$ cat src/rtl/ha_array_pkg.sv
// Shared widths, row offsets and group type for the half-adder-array
// partial-product reduction pipeline.
package ha_array_pkg;

    localparam int NUM_ARRAYS = 4;
    localparam int HA_B_W     = 7;
    localparam int HA_T_W     = 9;
    localparam int SUM_W      = 17;
    localparam int NUM_ROWS   = 2 * NUM_ARRAYS;

    typedef struct packed {
        logic [HA_B_W-1:0] b;
        logic [HA_T_W-1:0] t;
    } ha_group_t;

    function automatic int t_off(input int k);
        return 2 * k;
    endfunction

    function automatic int b_off(input int k);
        return 2 * k + 2;
    endfunction

endpackage

$ cat src/rtl/csa_3to2.sv
// Bitwise full-adder row compressor: three rows in, sum row and
// left-shifted carry row out, both modulo 2^WIDTH.
module csa_3to2 #(
    parameter int WIDTH = 17
) (
    input  logic [WIDTH-1:0] a,
    input  logic [WIDTH-1:0] b,
    input  logic [WIDTH-1:0] c,
    output logic [WIDTH-1:0] sum,
    output logic [WIDTH-1:0] carry
);

    always_comb begin
        sum      = a ^ b ^ c;
        carry[0] = 1'b0;
        for (int i = 1; i < WIDTH; i++) begin
            carry[i] = (a[i-1] & b[i-1]) | (a[i-1] & c[i-1]) | (b[i-1] & c[i-1]);
        end
    end

endmodule

$ cat src/rtl/ha_array_reduce_pipe.sv
// Reduces four HA-array {b,t} groups to the final product through a
// registered 3:2 carry-save tree and a registered carry-propagate adder.
module ha_array_reduce_pipe
    import ha_array_pkg::*;
#(
    parameter int OUT_W    = 16,
    parameter bit SATURATE = 1'b1
) (
    input  logic              clk,
    input  logic              rst,
    input  logic              in_valid,
    output logic              in_ready,
    input  logic [6:0]        ha_array_0_b,
    input  logic [6:0]        ha_array_1_b,
    input  logic [6:0]        ha_array_2_b,
    input  logic [6:0]        ha_array_3_b,
    input  logic [8:0]        ha_array_0_t,
    input  logic [8:0]        ha_array_1_t,
    input  logic [8:0]        ha_array_2_t,
    input  logic [8:0]        ha_array_3_t,
    output logic              out_valid,
    input  logic              out_ready,
    output logic [OUT_W-1:0]  product,
    output logic              overflow
);

    localparam logic [SUM_W-1:0] MAX_VAL = SUM_W'((1 << OUT_W) - 1);

    function automatic logic is_over(input logic [SUM_W-1:0] v);
        return v > MAX_VAL;
    endfunction

    function automatic logic [OUT_W-1:0] sat_product(input logic [SUM_W-1:0] v);
        if (SATURATE && is_over(v)) begin
            return '1;
        end
        return v[OUT_W-1:0];
    endfunction

    ha_group_t        grp [NUM_ARRAYS];
    logic [SUM_W-1:0] rows [NUM_ROWS];

    assign grp[0] = '{b: ha_array_0_b, t: ha_array_0_t};
    assign grp[1] = '{b: ha_array_1_b, t: ha_array_1_t};
    assign grp[2] = '{b: ha_array_2_b, t: ha_array_2_t};
    assign grp[3] = '{b: ha_array_3_b, t: ha_array_3_t};

    always_comb begin
        for (int k = 0; k < NUM_ARRAYS; k++) begin
            rows[2*k]   = SUM_W'(grp[k].t) << t_off(k);
            rows[2*k+1] = SUM_W'(grp[k].b) << b_off(k);
        end
    end

    // Tree 8 -> 6 -> 4 -> 3 -> 2; wrap-around is harmless because the true sum fits in SUM_W.
    logic [SUM_W-1:0] a0_s, a0_c, a1_s, a1_c;
    logic [SUM_W-1:0] b0_s, b0_c, b1_s, b1_c;
    logic [SUM_W-1:0] c0_s, c0_c;
    logic [SUM_W-1:0] d0_s, d0_c;

    csa_3to2 #(.WIDTH(SUM_W)) u_csa_a0 (.a(rows[0]), .b(rows[1]), .c(rows[2]), .sum(a0_s), .carry(a0_c));
    csa_3to2 #(.WIDTH(SUM_W)) u_csa_a1 (.a(rows[3]), .b(rows[4]), .c(rows[5]), .sum(a1_s), .carry(a1_c));
    csa_3to2 #(.WIDTH(SUM_W)) u_csa_b0 (.a(a0_s),    .b(a0_c),    .c(a1_s),    .sum(b0_s), .carry(b0_c));
    csa_3to2 #(.WIDTH(SUM_W)) u_csa_b1 (.a(a1_c),    .b(rows[6]), .c(rows[7]), .sum(b1_s), .carry(b1_c));
    csa_3to2 #(.WIDTH(SUM_W)) u_csa_c0 (.a(b0_s),    .b(b0_c),    .c(b1_s),    .sum(c0_s), .carry(c0_c));
    csa_3to2 #(.WIDTH(SUM_W)) u_csa_d0 (.a(c0_s),    .b(c0_c),    .c(b1_c),    .sum(d0_s), .carry(d0_c));

    logic             vld_p1;
    logic [SUM_W-1:0] sum_p1;
    logic [SUM_W-1:0] carry_p1;
    logic             s2_ready;
    logic [SUM_W-1:0] tot;

    assign s2_ready = !out_valid || out_ready;
    assign in_ready = !vld_p1 || s2_ready;
    assign tot      = sum_p1 + carry_p1;

    // Stage p1: carry-save rows
    always_ff @(posedge clk) begin
        if (rst) begin
            vld_p1 <= 1'b0;
        end else if (in_ready) begin
            vld_p1 <= in_valid;
        end
        if (in_valid && in_ready) begin
            sum_p1   <= d0_s;
            carry_p1 <= d0_c;
        end
    end

    // Stage p2: carry-propagate add and output clamp
    always_ff @(posedge clk) begin
        if (rst) begin
            out_valid <= 1'b0;
            product   <= '0;
            overflow  <= 1'b0;
        end else if (s2_ready) begin
            out_valid <= vld_p1;
            if (vld_p1) begin
                product  <= sat_product(tot);
                overflow <= is_over(tot);
            end
        end
    end

endmodule

$ cat config.mk
export PLATFORM = sky130hd
export DESIGN_NAME = ha_array_reduce_pipe
export DESIGN_NICKNAME = d
export VERILOG_FILES = /design/src/rtl/ha_array_pkg.sv /design/src/rtl/csa_3to2.sv /design/src/rtl/ha_array_reduce_pipe.sv
export SDC_FILE = /design/constraint.sdc
export NUM_CORES = 1
export LEC_CHECK = 0
export BUFFER_PORTS_ARGS = -buffer_cell sky130_fd_sc_hd__buf_4
export CORE_MARGIN = 2
export CORE_UTILIZATION = 30
export CTS_CLUSTER_SIZE = 16
export DETAILED_ROUTE_END_ITERATION = 12
export PLACE_DENSITY = 0.49
export REMOVE_ABC_BUFFERS = 1
export SYNTH_ARGS = -nofsm -noshare
export SYNTH_HDL_FRONTEND = slang
export SYNTH_SLANG_ARGS = --single-unit
$ cat constraint.sdc
create_clock -name clk -period 3.5 [get_ports clk]
set_input_delay 0.7 -clock clk [delete_from_list [all_inputs] [get_ports clk]]
set_output_delay 0.7 -clock clk [all_outputs]
set_load 0.005 [all_outputs]
Yosys cells after proc, flatten, opt, wreduce, memory -nomap -nowiden:

Cells that the tools add are included.

* bits in read-only memories: 0
* register bits after elaboration: 51
* bits in writable memories: 0
* input port bits: 68
* word-level logic and storage cells: 300
* bits in latches: 0
* output and inout port bits: 19
* memories: 0

* add/subtract/negate cells: 1
* shifts and indexed selects: 0
* equal/unequal tests: 0
* bitwise gates (word level): 280
* $mul: 0
* multiplexer cells: 6
* divide/modulo/power cells: 0
* magnitude comparators: 1
* reductions and logical operators: 6

Operators with widths (count)
* $and A1 B1 Y1: 170
* $or A1 B1 Y1: 98
* $xor A17 B17 Y17: 4
* $mux W16: 2
* $add A17 B17 Y17: 1
* $gt A17 B16 Y1 const B: 1
* $xor A17 B10 Y17: 1
* $xor A17 B11 Y17: 1
* $xor A17 B13 Y17: 1
* $xor A17 B15 Y17: 1
* $xor A17 B16 Y17: 1
* $xor A14 B15 Y15: 1
* $xor A11 B13 Y13: 1
* $xor A9 B9 Y9: 1
* $mux W1: 4
* $logic_not A1 Y1: 2
* $logic_or A1 B1 Y1: 2
* $reduce_and A2 Y1: 1
* $logic_and A1 B1 Y1: 1

Depth between registers and ports, before layout:

Gate-level depths: netlist (run 1).

* depth after elaboration: 12
* gate-level depth with buffers: 8
* depth with buffers taken out: 8

By module:

Synthesis (run 1) repeated with hierarchy kept, for this count alone.

* cell total of the unflattened synthesis: 328
* area total of the unflattened synthesis: 4682.0 um2

By module, submodules not included
* ha_array_reduce_pipe: instances 1, cells an instance 214, area each 2549.9 um2, sequential area each 1401.3 um2
* csa_3to2: instances 6, cells an instance 19, area each 355.3 um2, sequential area each 0.0 um2

Worst setup path after synthesis (run 1):

Ideal clock, no wire load.

* path kind: input port to flip-flop
* from: input port ha_array_1_b[5]
* to: register sum_p1[9], data pin
* arrival: 2.751 ns
* required time: 3.231 ns
* path buffers: 0
* slack: 0.480 ns
* library setup time: 0.269 ns
* stages: 6
* cell sequence: fa_1 -> inv_1 -> fa_1 -> fa_1 -> inv_1 -> fa_1

* cells in the longest elaborated chain, start to end: 7

Ends and longest elaborated chain
* start: declaration: line ha_array_reduce_pipe.sv:14 `input logic [6:0] ha_array_1_b,`
* $xor A11 B13 Y13: line csa_3to2.sv:14 `sum = a ^ b ^ c;`
* $xor A17 B13 Y17: line csa_3to2.sv:14
* $xor A17 B17 Y17 (4 in series): line csa_3to2.sv:14
* $xor A17 B16 Y17: line csa_3to2.sv:14
* net d0_s[9]: line ha_array_reduce_pipe.sv:59 `logic [SUM_W-1:0] d0_s, d0_c;`
* end signal: assignment: line ha_array_reduce_pipe.sv:86 `sum_p1 <= d0_s;`
* end: declaration: line ha_array_reduce_pipe.sv:69 `logic [SUM_W-1:0] sum_p1;`

The timed path passes the listed nets, and every way through them passes these cells.
A chain may end at the register's enable or synchronous reset.

Worst setup path in the final report (run 1):

Ends and elaborated chain as after synthesis.

==> qor.log, run 1 <==
INFO  outcome        status=complete, no violations
INFO  cts            cts_buffer_depth=2
INFO  synth          netlist_area=0.00313mm²
INFO  route          detail_route.wl_per_cell=11.1µm
INFO  cts            clock_latency=0.30ns
INFO  global_routing first_pass_grt_wire_length=9780µm
INFO  min_path       min-delay-path-class=reg -> reg
INFO  synth          yosysTopAreaCellShare=25.0%
INFO  global_routing first_global_vias=2214
INFO  cts            htree_levels=2
INFO  setup_path     worstReg2RegStart=carry_p1[6]
INFO  floorplan      floorplan.io_pins=87
INFO  synth          yosys_most_used_dff=sky130_fd_sc_hd__edfxtp_1
INFO  sta            slew_headroom=60.3%
INFO  power          p_leak=1.88nW
INFO  sta            fmax=350MHz
INFO  placed_design  dp.final_hpwl=4620µm
INFO  placed_design  area_of_placed_instances=0.00393mm²
INFO  final_layout   stdcell_count=499
INFO  global_routing grt_antenna_before_repair=0
INFO  floorplan      die_height=106µm
INFO  route          drt_first_pass_iters=4
INFO  setup_path     timing.reg2reg.worst_path_depth=8
INFO  synth          yosys-top-cells-area=sky130_fd_sc_hd__fa_1 25%, sky130_fd_sc_hd__edfxtp_1 25%, sky130_fd_sc_hd__dfxtp_1 12%, sky130_fd_sc_hd__ha_1 9.6%, sky130_fd_sc_hd__inv_1 7.2%
INFO  placed_design  placed_cells=491
INFO  sta            grt_setup_unrepaired=no
INFO  sta            final.setup.tns=0ns
INFO  cts            clk_root_buffer_cell=sky130_fd_sc_hd__clkbuf_8
INFO  setup_path     worstPathArrival=2.90ns
INFO  synth          synth.yosys.seq_area_share=37.1%
INFO  setup_path     setup.worst_path.start=ha_array_1_b[5]
INFO  synth          synthesis.yosys.warnings=0
INFO  setup_path     worst-r2r-setup-slack=1.17ns
INFO  route          route.vias.total=2115
INFO  cts            cts_made_buffers=5
INFO  synth          synth_top_area_cell=sky130_fd_sc_hd__fa_1
INFO  final_layout   post-route-cell-area=0.00402mm²
INFO  floorplan      num_rows=37
INFO  cts            clock-sinks=45
INFO  final_layout   syn2layout_area_growth=28.7%
INFO  sta            finalWorstSetupSlack=0.642ns
INFO  sta            clock_skew=0.0100ns
INFO  synth          postSynthCellCount=273
INFO  sta            number_of_endpoints_failing_setup_at_the_final_stage=0
INFO  final_layout   nets=493
INFO  route          post_drt_via_cell_ratio=4.24
INFO  setup_path     critical_path.endpoint=sum_p1[9]
INFO  synth          ys_top_cells_by_count=60 x sky130_fd_sc_hd__inv_1, 39 x sky130_fd_sc_hd__fa_1, 26 x sky130_fd_sc_hd__edfxtp_1
INFO  power          cellPowerDensity=493mW/mm²
INFO  synth          synthDistinctLibCells=41
INFO  placed_design  gpl.final_weighted_congestion=0.768
INFO  final_layout   layout-drive-gt1-share=29.5%
INFO  cts            clk_pin_slew_worst_paths=0.10ns
INFO  final_layout   insertedDiodeCount=0
INFO  sta            slew_viol_final=0
INFO  setup_path     worst-setup-path-type=in -> reg
INFO  synth          synth.ff_latch_count=45
INFO  run            max-cap-violations=0
INFO  route          overall_routed_net_length=5530µm
INFO  route          drt.antenna.violating_nets=0
INFO  synth          post_synth_edffs=26
INFO  cts            cts.repair_timing.setup_buffer_count=0
INFO  global_routing global_route_total_overflow=0
INFO  cts            cts.hold.buffers_added=0
INFO  synth          postSynthAreaPerCell=11.4µm²
INFO  route          drtIter0Drc=89
INFO  synth          post-synth-top-count-cell=sky130_fd_sc_hd__inv_1
INFO  floorplan      core_area=0.0102mm²
INFO  synth          async_s_r_ff_share_synth=0%
INFO  cts            tritoncts=built
INFO  final_layout   layout.filler_cells=1018
INFO  setup_path     worst-endpoint-required=3.54ns
INFO  placed_design  dp_slack=0.323ns
INFO  floorplan      design.die.area=0.0113mm²
INFO  sta            total_count_of_hold_check_failures_in_the_final_report=0
INFO  setup_path     critical_path.startpoint_type=input pin
INFO  placed_design  io_buffers=86
INFO  setup_path     r2r-end=product[12]
INFO  sta            min_period_over_period=81.7%
INFO  sta            period_minus_slack=2.86ns
INFO  global_routing grt_start_max_net_pins=24
INFO  global_routing globalRouteTotalUtil=10.7%
INFO  setup_path     worstSetupEndpointType=register
INFO  floorplan      initial_utilization=30.5%
INFO  sta            final.hold.worst_slack=0.496ns
INFO  cts            cts_resized=0
INFO  floorplan      die_w=106µm
INFO  power          ir_drop=0.000174V
INFO  setup_path     worst-path-max-fanout=1
INFO  route          post_route_drc_violation_count=0
INFO  sta            worstMarginPinSlew=0.596ns
==> report_power, final <==
group | internal, W | switching, W | total (W) | leakage (nW)
Clock | 0.000145 | 0.000186 | 0.000330 | 0.0491
Sequential | 0.000715 | 0.0000434 | 0.000758 | 0.414
Combinational | 0.000420 | 0.000475 | 0.000895 | 1.42
==> worst min path at each step <==
stage / start / endpoint / slack [ns] / depth (start not counted)
floorplan: overflow / overflow / 0.48 / 2
global placement: product[0] / product[0] / 0.48 / 2
detailed placement: product[1] / product[1] / 0.48 / 2
CTS: product[1] / product[1] / 0.50 / 2
global route: product[0] / product[0] / 0.51 / 2
finish: product[2] / product[2] / 0.50 / 2
==> sequential cells by signal, indices dropped and copies added, names as in the netlist <==
register   cells
carry_p1      10
out_valid      1
overflow       1
product       16
sum_p1        16
vld_p1         1
==> cell families (layout without fill, tap and decap cells) <==
logic type	count (synthesis)	after routing	share of synthesized area [%]
XOR/XNOR	4	4	1.12
flip-flops	45	45	37.1
adder cells (fa/ha/maj)	63	63	34.6
AND/OR/NAND/NOR	60	60	9.89
multiplexers	1	1	0.360
AO/OA/AOI/OAI	35	35	9.09
buffers and inverters	65	155	7.81
==> cells in the final DEF (no fill, tap or decap), types with 5 or more instances in the layout <==
master	instances
sky130_fd_sc_hd__a211oi_1	6
sky130_fd_sc_hd__a21oi_1	9
sky130_fd_sc_hd__buf_4	87
sky130_fd_sc_hd__clkbuf_8	5
sky130_fd_sc_hd__dfxtp_1	19
sky130_fd_sc_hd__edfxtp_1	26
sky130_fd_sc_hd__fa_1	39
sky130_fd_sc_hd__ha_1	24
sky130_fd_sc_hd__inv_1	60
sky130_fd_sc_hd__nor2_1	20
sky130_fd_sc_hd__nor3_1	17
==> metal layers <==
metal	GRT usage (%)	vias to the layer above	wire (µm)
met5	0	-	0
met4	3.38	0	67
met3	1.66	4	258
met2	17.9	57	2590
met1	14.2	983	2620
li1	-	1071	-
==> metrics by stage <==
stage / utilization [%] / power (W)
finish: 39.3 / 0.00198
global route: 39.3 / 0.00219
CTS: 39.3 / 0.00202
detailed placement: 38.4 / 0.00169
global placement: 38.4 / 0.00167
floorplan: - / 0.00141
==> area by class of cell <==
cell class | count | area [µm²] | area share, %
Sequential cell | 45 | 1160 | 28.9
Timing Repair Buffer | 87 | 653 | 16.2
Clock inverter | 3 | 23.8 | 0.591
Inverter | 60 | 225 | 5.60
Clock buffer | 5 | 68.8 | 1.71
Tap cell | 136 | 170 | 4.23
Multi-Input combinational cell | 163 | 1720 | 42.8
==> critical path, cell delays in order <==
cell	delay, ns
sky130_fd_sc_hd__buf_4	0.11
sky130_fd_sc_hd__fa_1	0.52
sky130_fd_sc_hd__inv_1	0.05
sky130_fd_sc_hd__fa_1	0.46
sky130_fd_sc_hd__fa_1	0.54
sky130_fd_sc_hd__inv_1	0.05
sky130_fd_sc_hd__fa_1	0.47
Power figures use the tool's default switching activity.
==> inputs of run 2 (changes only) <==
--- a/config.mk
+++ b/config.mk
@@ -5,6 +5,7 @@
 export SDC_FILE = /design/constraint.sdc
 export NUM_CORES = 1
 export LEC_CHECK = 0
+export ABC_AREA = 1
 export BUFFER_PORTS_ARGS = -buffer_cell sky130_fd_sc_hd__buf_4
 export CORE_MARGIN = 2
 export CORE_UTILIZATION = 30
==> constraint.sdc (replaced) <==
create_clock -name clk -period 3 [get_ports clk]
set_input_delay 0.6 -clock clk [delete_from_list [all_inputs] [get_ports clk]]
set_output_delay 0.6 -clock clk [all_outputs]
set_load 0.005 [all_outputs]
==> qor.log, run 2 <==
INFO  outcome        status=complete, no violations
INFO  cts            cts_buffer_depth=2 [unchanged]
INFO  floorplan      initial_utilization=30.5% [-0.095 points]
INFO  setup_path     worst-endpoint-required=3.05ns [-0.49 ns]
INFO  route          overall_routed_net_length=5430µm [-1.8%]
INFO  min_path       min-delay-path-class=reg -> reg
INFO  final_layout   nets=527 [+6.9%]
INFO  synth          async_s_r_ff_share_synth=0% [unchanged]
INFO  sta            clock_skew=0.00703ns [-0.00302 ns]
INFO  placed_design  io_buffers=86 [unchanged]
INFO  route          drtIter0Drc=81 [-9.0%]
INFO  global_routing global_route_total_overflow=0 [unchanged]
INFO  synth          netlist_area=0.00310mm² [-0.76%]
INFO  placed_design  area_of_placed_instances=0.00392mm² [-0.35%]
INFO  route          route.vias.total=2205 [+4.3%]
INFO  setup_path     worst-setup-path-type=in -> reg
INFO  floorplan      die_height=106µm [-0.37%]
INFO  run            max-cap-violations=0 [unchanged]
INFO  setup_path     worst-path-max-fanout=1 [unchanged]
INFO  setup_path     setup.worst_path.start=ha_array_1_b[5]
INFO  placed_design  dp.final_hpwl=4500µm [-2.7%]
INFO  synth          yosys_most_used_dff=sky130_fd_sc_hd__edfxtp_1
INFO  floorplan      core_area=0.0102mm² [-0.45%]
INFO  route          post_drt_via_cell_ratio=4.14 [-2.4%]
INFO  setup_path     cp_cell_sequence=buf_4 > fa_1 > inv_1 > fa_1 > fa_1 > inv_1 > fa_1
INFO  setup_path     critical_path.startpoint_type=input pin
INFO  synth          yosysTopAreaCellShare=25.2% [+0.19 points]
INFO  sta            worstMarginPinSlew=0.481ns [-0.115 ns]
INFO  final_layout   final_common_cell=sky130_fd_sc_hd__buf_4
INFO  final_layout   commonest_non_fill_non_tap_cells_in_the_layout=87 x sky130_fd_sc_hd__buf_4, 73 x sky130_fd_sc_hd__inv_1, 45 x sky130_fd_sc_hd__nand2_1
INFO  route          drt_first_pass_iters=4 [unchanged]
INFO  global_routing grt_start_max_net_pins=27 [+13%]
INFO  global_routing first_global_vias=2186 [-1.3%]
INFO  final_layout   post-route-cell-area=0.00401mm² [-0.34%]
INFO  setup_path     crit_top_cell=sky130_fd_sc_hd__fa_1
INFO  cts            clk_pin_slew_worst_paths=0.10ns [about the same]
INFO  cts            htree_levels=2 [unchanged]
INFO  cts            tritoncts=built
INFO  setup_path     worstReg2RegStart=sum_p1[11]
INFO  global_routing globalRouteTotalUtil=10.3% [-0.38 points]
INFO  setup_path     critical_path_buf_inv_count=3 [unchanged]
INFO  setup_path     crit_path_top_delay_cell=sky130_fd_sc_hd__fa_1
INFO  power          cellPowerDensity=577mW/mm² [+17%]
INFO  final_layout   layout-drive-gt1-share=25.4% [-4.0 points]
INFO  cts            cts.hold.buffers_added=0 [unchanged]
INFO  synth          yosys-top-cells-area=sky130_fd_sc_hd__fa_1 25%, sky130_fd_sc_hd__edfxtp_1 25%, sky130_fd_sc_hd__dfxtp_1 12%, sky130_fd_sc_hd__ha_1 9.7%, sky130_fd_sc_hd__inv_1 8.8%
INFO  min_path       worstHoldStart=sum_p1[0]
INFO  synth          synth_top_area_cell=sky130_fd_sc_hd__fa_1
INFO  setup_path     worst-r2r-setup-slack=1.21ns [+0.04 ns]
INFO  sta            slew_viol_final=0 [unchanged]
INFO  synth          post_synth_edffs=26 [unchanged]
INFO  sta            number_of_endpoints_failing_setup_at_the_final_stage=0 [unchanged]
INFO  synth          synth.yosys.seq_area_share=37.4% [+0.28 points]
INFO  sta            fmax=364MHz
INFO  route          detail_route.wl_per_cell=10.2µm [-8.1%]
INFO  setup_path     worstSetupEndpointType=register
INFO  floorplan      floorplan.io_pins=87 [unchanged]
INFO  sta            slew_headroom=67.9% [+7.6 points]
INFO  synth          ys_top_cells_by_count=73 x sky130_fd_sc_hd__inv_1, 45 x sky130_fd_sc_hd__nand2_1, 39 x sky130_fd_sc_hd__fa_1
INFO  floorplan      die_w=106µm [-0.37%]
INFO  cts            cts_resized=0 [unchanged]
INFO  floorplan      design.die.area=0.0112mm² [-0.73%]
INFO  floorplan      num_rows=37 [unchanged]
INFO  power          p_leak=2.01nW [+6.9%]
INFO  cts            cts.repair_timing.setup_buffer_count=0 [unchanged]
INFO  placed_design  dp_slack=-0.0805ns [-0.404 ns]
INFO  sta            period_minus_slack=2.75ns
INFO  power          ir_drop=0.000223V [+28%]
INFO  setup_path     worstPathArrival=2.79ns [-0.11 ns]
INFO  cts            cts_made_buffers=5 [unchanged]
INFO  synth          postSynthCellCount=304 [+11%]
INFO  synth          synth.ff_latch_count=45 [unchanged]
INFO  sta            finalWorstSetupSlack=0.254ns [-0.387 ns]
INFO  sta            min_period_over_period=91.5%
INFO  synth          synthDistinctLibCells=23 [-44%]
INFO  final_layout   reg_top3=product (16), sum_p1 (16), carry_p1 (10)
INFO  final_layout   syn2layout_area_growth=29.2%
INFO  route          drt.antenna.violating_nets=0 [unchanged]
INFO  sta            total_count_of_hold_check_failures_in_the_final_report=0 [unchanged]
INFO  sta            grt_setup_unrepaired=no
INFO  route          post_route_drc_violation_count=0 [unchanged]
INFO  synth          synthesis.yosys.warnings=0 [unchanged]
INFO  cts            clk_root_buffer_cell=sky130_fd_sc_hd__clkbuf_8
INFO  synth          post-synth-top-count-cell=sky130_fd_sc_hd__inv_1
INFO  final_layout   insertedDiodeCount=0 [unchanged]
INFO  setup_path     critical_path.max_stage_delay=0.54ns [about the same]
INFO  setup_path     cp_top_family=adder cells
INFO  cts            clock-sinks=45 [unchanged]
INFO  cts            clock_latency=0.30ns [about the same]
INFO  global_routing grt_antenna_before_repair=0 [unchanged]
INFO  synth          postSynthAreaPerCell=10.2µm² [-11%]
INFO  global_routing first_pass_grt_wire_length=9290µm [-5.0%]
INFO  placed_design  gpl.final_weighted_congestion=0.761 [-0.87%]
INFO  sta            final.hold.worst_slack=0.461ns [-0.0351 ns]
-- run 2: cell types whose count changed in the layout (fill, tap and decap cells not counted), moves of 3 or more --
| cell | previous run | this run |
|---|---|---|
| sky130_fd_sc_hd__inv_1 | 60 | 73 |
| sky130_fd_sc_hd__nor3_1 | 17 | 0 |
| sky130_fd_sc_hd__o21ai_0 | 4 | 16 |
| sky130_fd_sc_hd__nand2b_1 | 4 | 0 |
| sky130_fd_sc_hd__nor2_1 | 20 | 23 |
| sky130_fd_sc_hd__a21oi_1 | 9 | 15 |
| sky130_fd_sc_hd__a211oi_1 | 6 | 0 |
| sky130_fd_sc_hd__nand2_1 | 4 | 45 |
| sky130_fd_sc_hd__and2_1 | 3 | 0 |
| sky130_fd_sc_hd__nand3_1 | 3 | 9 |
-- run 2: final timing paths --
path	end	depth (start not counted)
hold / removal	product[0]	2
hold reg to reg	product[0]	2
setup reg to reg	product[15]	7
setup / recovery	sum_p1[9]	7
-- run 2: through the flow --
stage          utilization [%]  cells  setup TNS [ns]  total power, W
2_1_floorplan                -    302               0         0.00163
3_3_place_gp              38.5    525         -0.0758         0.00194
3_5_place_dp              38.5    525          -0.151         0.00195
4_1_cts                   39.4    533               0         0.00237
5_1_grt                   39.4    533               0         0.00256
6_report                  39.4    533               0         0.00231
-- run 2: where the power goes --
group / switching [W] / leakage, nW / internal, W / total [W]
registers: 0.0000434 / 0.414 / 0.000825 / 0.000868
logic: 0.000590 / 1.54 / 0.000459 / 0.00105
clock network: 0.000227 / 0.0491 / 0.000169 / 0.000396
total: 0.000859 / 2.01 / 0.00145 / 0.00231
-- run 2: worst reg2reg max path, cell delays in order (launching register included) --
cell and delay (ns):
sky130_fd_sc_hd__edfxtp_1 0.38, sky130_fd_sc_hd__ha_1 0.36, sky130_fd_sc_hd__a21oi_1 0.32, sky130_fd_sc_hd__nand2_1 0.10
sky130_fd_sc_hd__nand2_1 0.11, sky130_fd_sc_hd__nand4_4 0.18, sky130_fd_sc_hd__inv_4 0.16, sky130_fd_sc_hd__a21oi_1 0.08
-- run 2: final cells by class --
cell class | instances | area, µm²
tap | 136 | 170
sequential | 45 | 1160
clock inverter | 3 | 23.8
timing repair buffer | 87 | 653
clock buffer | 5 | 68.8
multi-input combinational | 183 | 1650
fill | 1044 | 6180
inverter | 74 | 280
-- run 2: logic make-up after synthesis --
kind of cell | Yosys count | synth area share (%)
AND/OR/NAND/NOR | 84 | 11.8
XOR/XNOR | 3 | 0.847
buffers and inverters | 76 | 9.32
adder cells (fa/ha/maj) | 63 | 34.9
AO/OA/AOI/OAI | 33 | 5.77
flip-flops | 45 | 37.4
-- run 2: layer usage --
metal | vias up | share of wire [%] | GRT usage (%)
li1 | 1125 | - | -
met1 | 1014 | 46 | 13.2
met2 | 64 | 47 | 17.3
met3 | 2 | 6.4 | 2.54
met4 | 0 | 0.66 | 2.82
met5 | - | 0 | 0
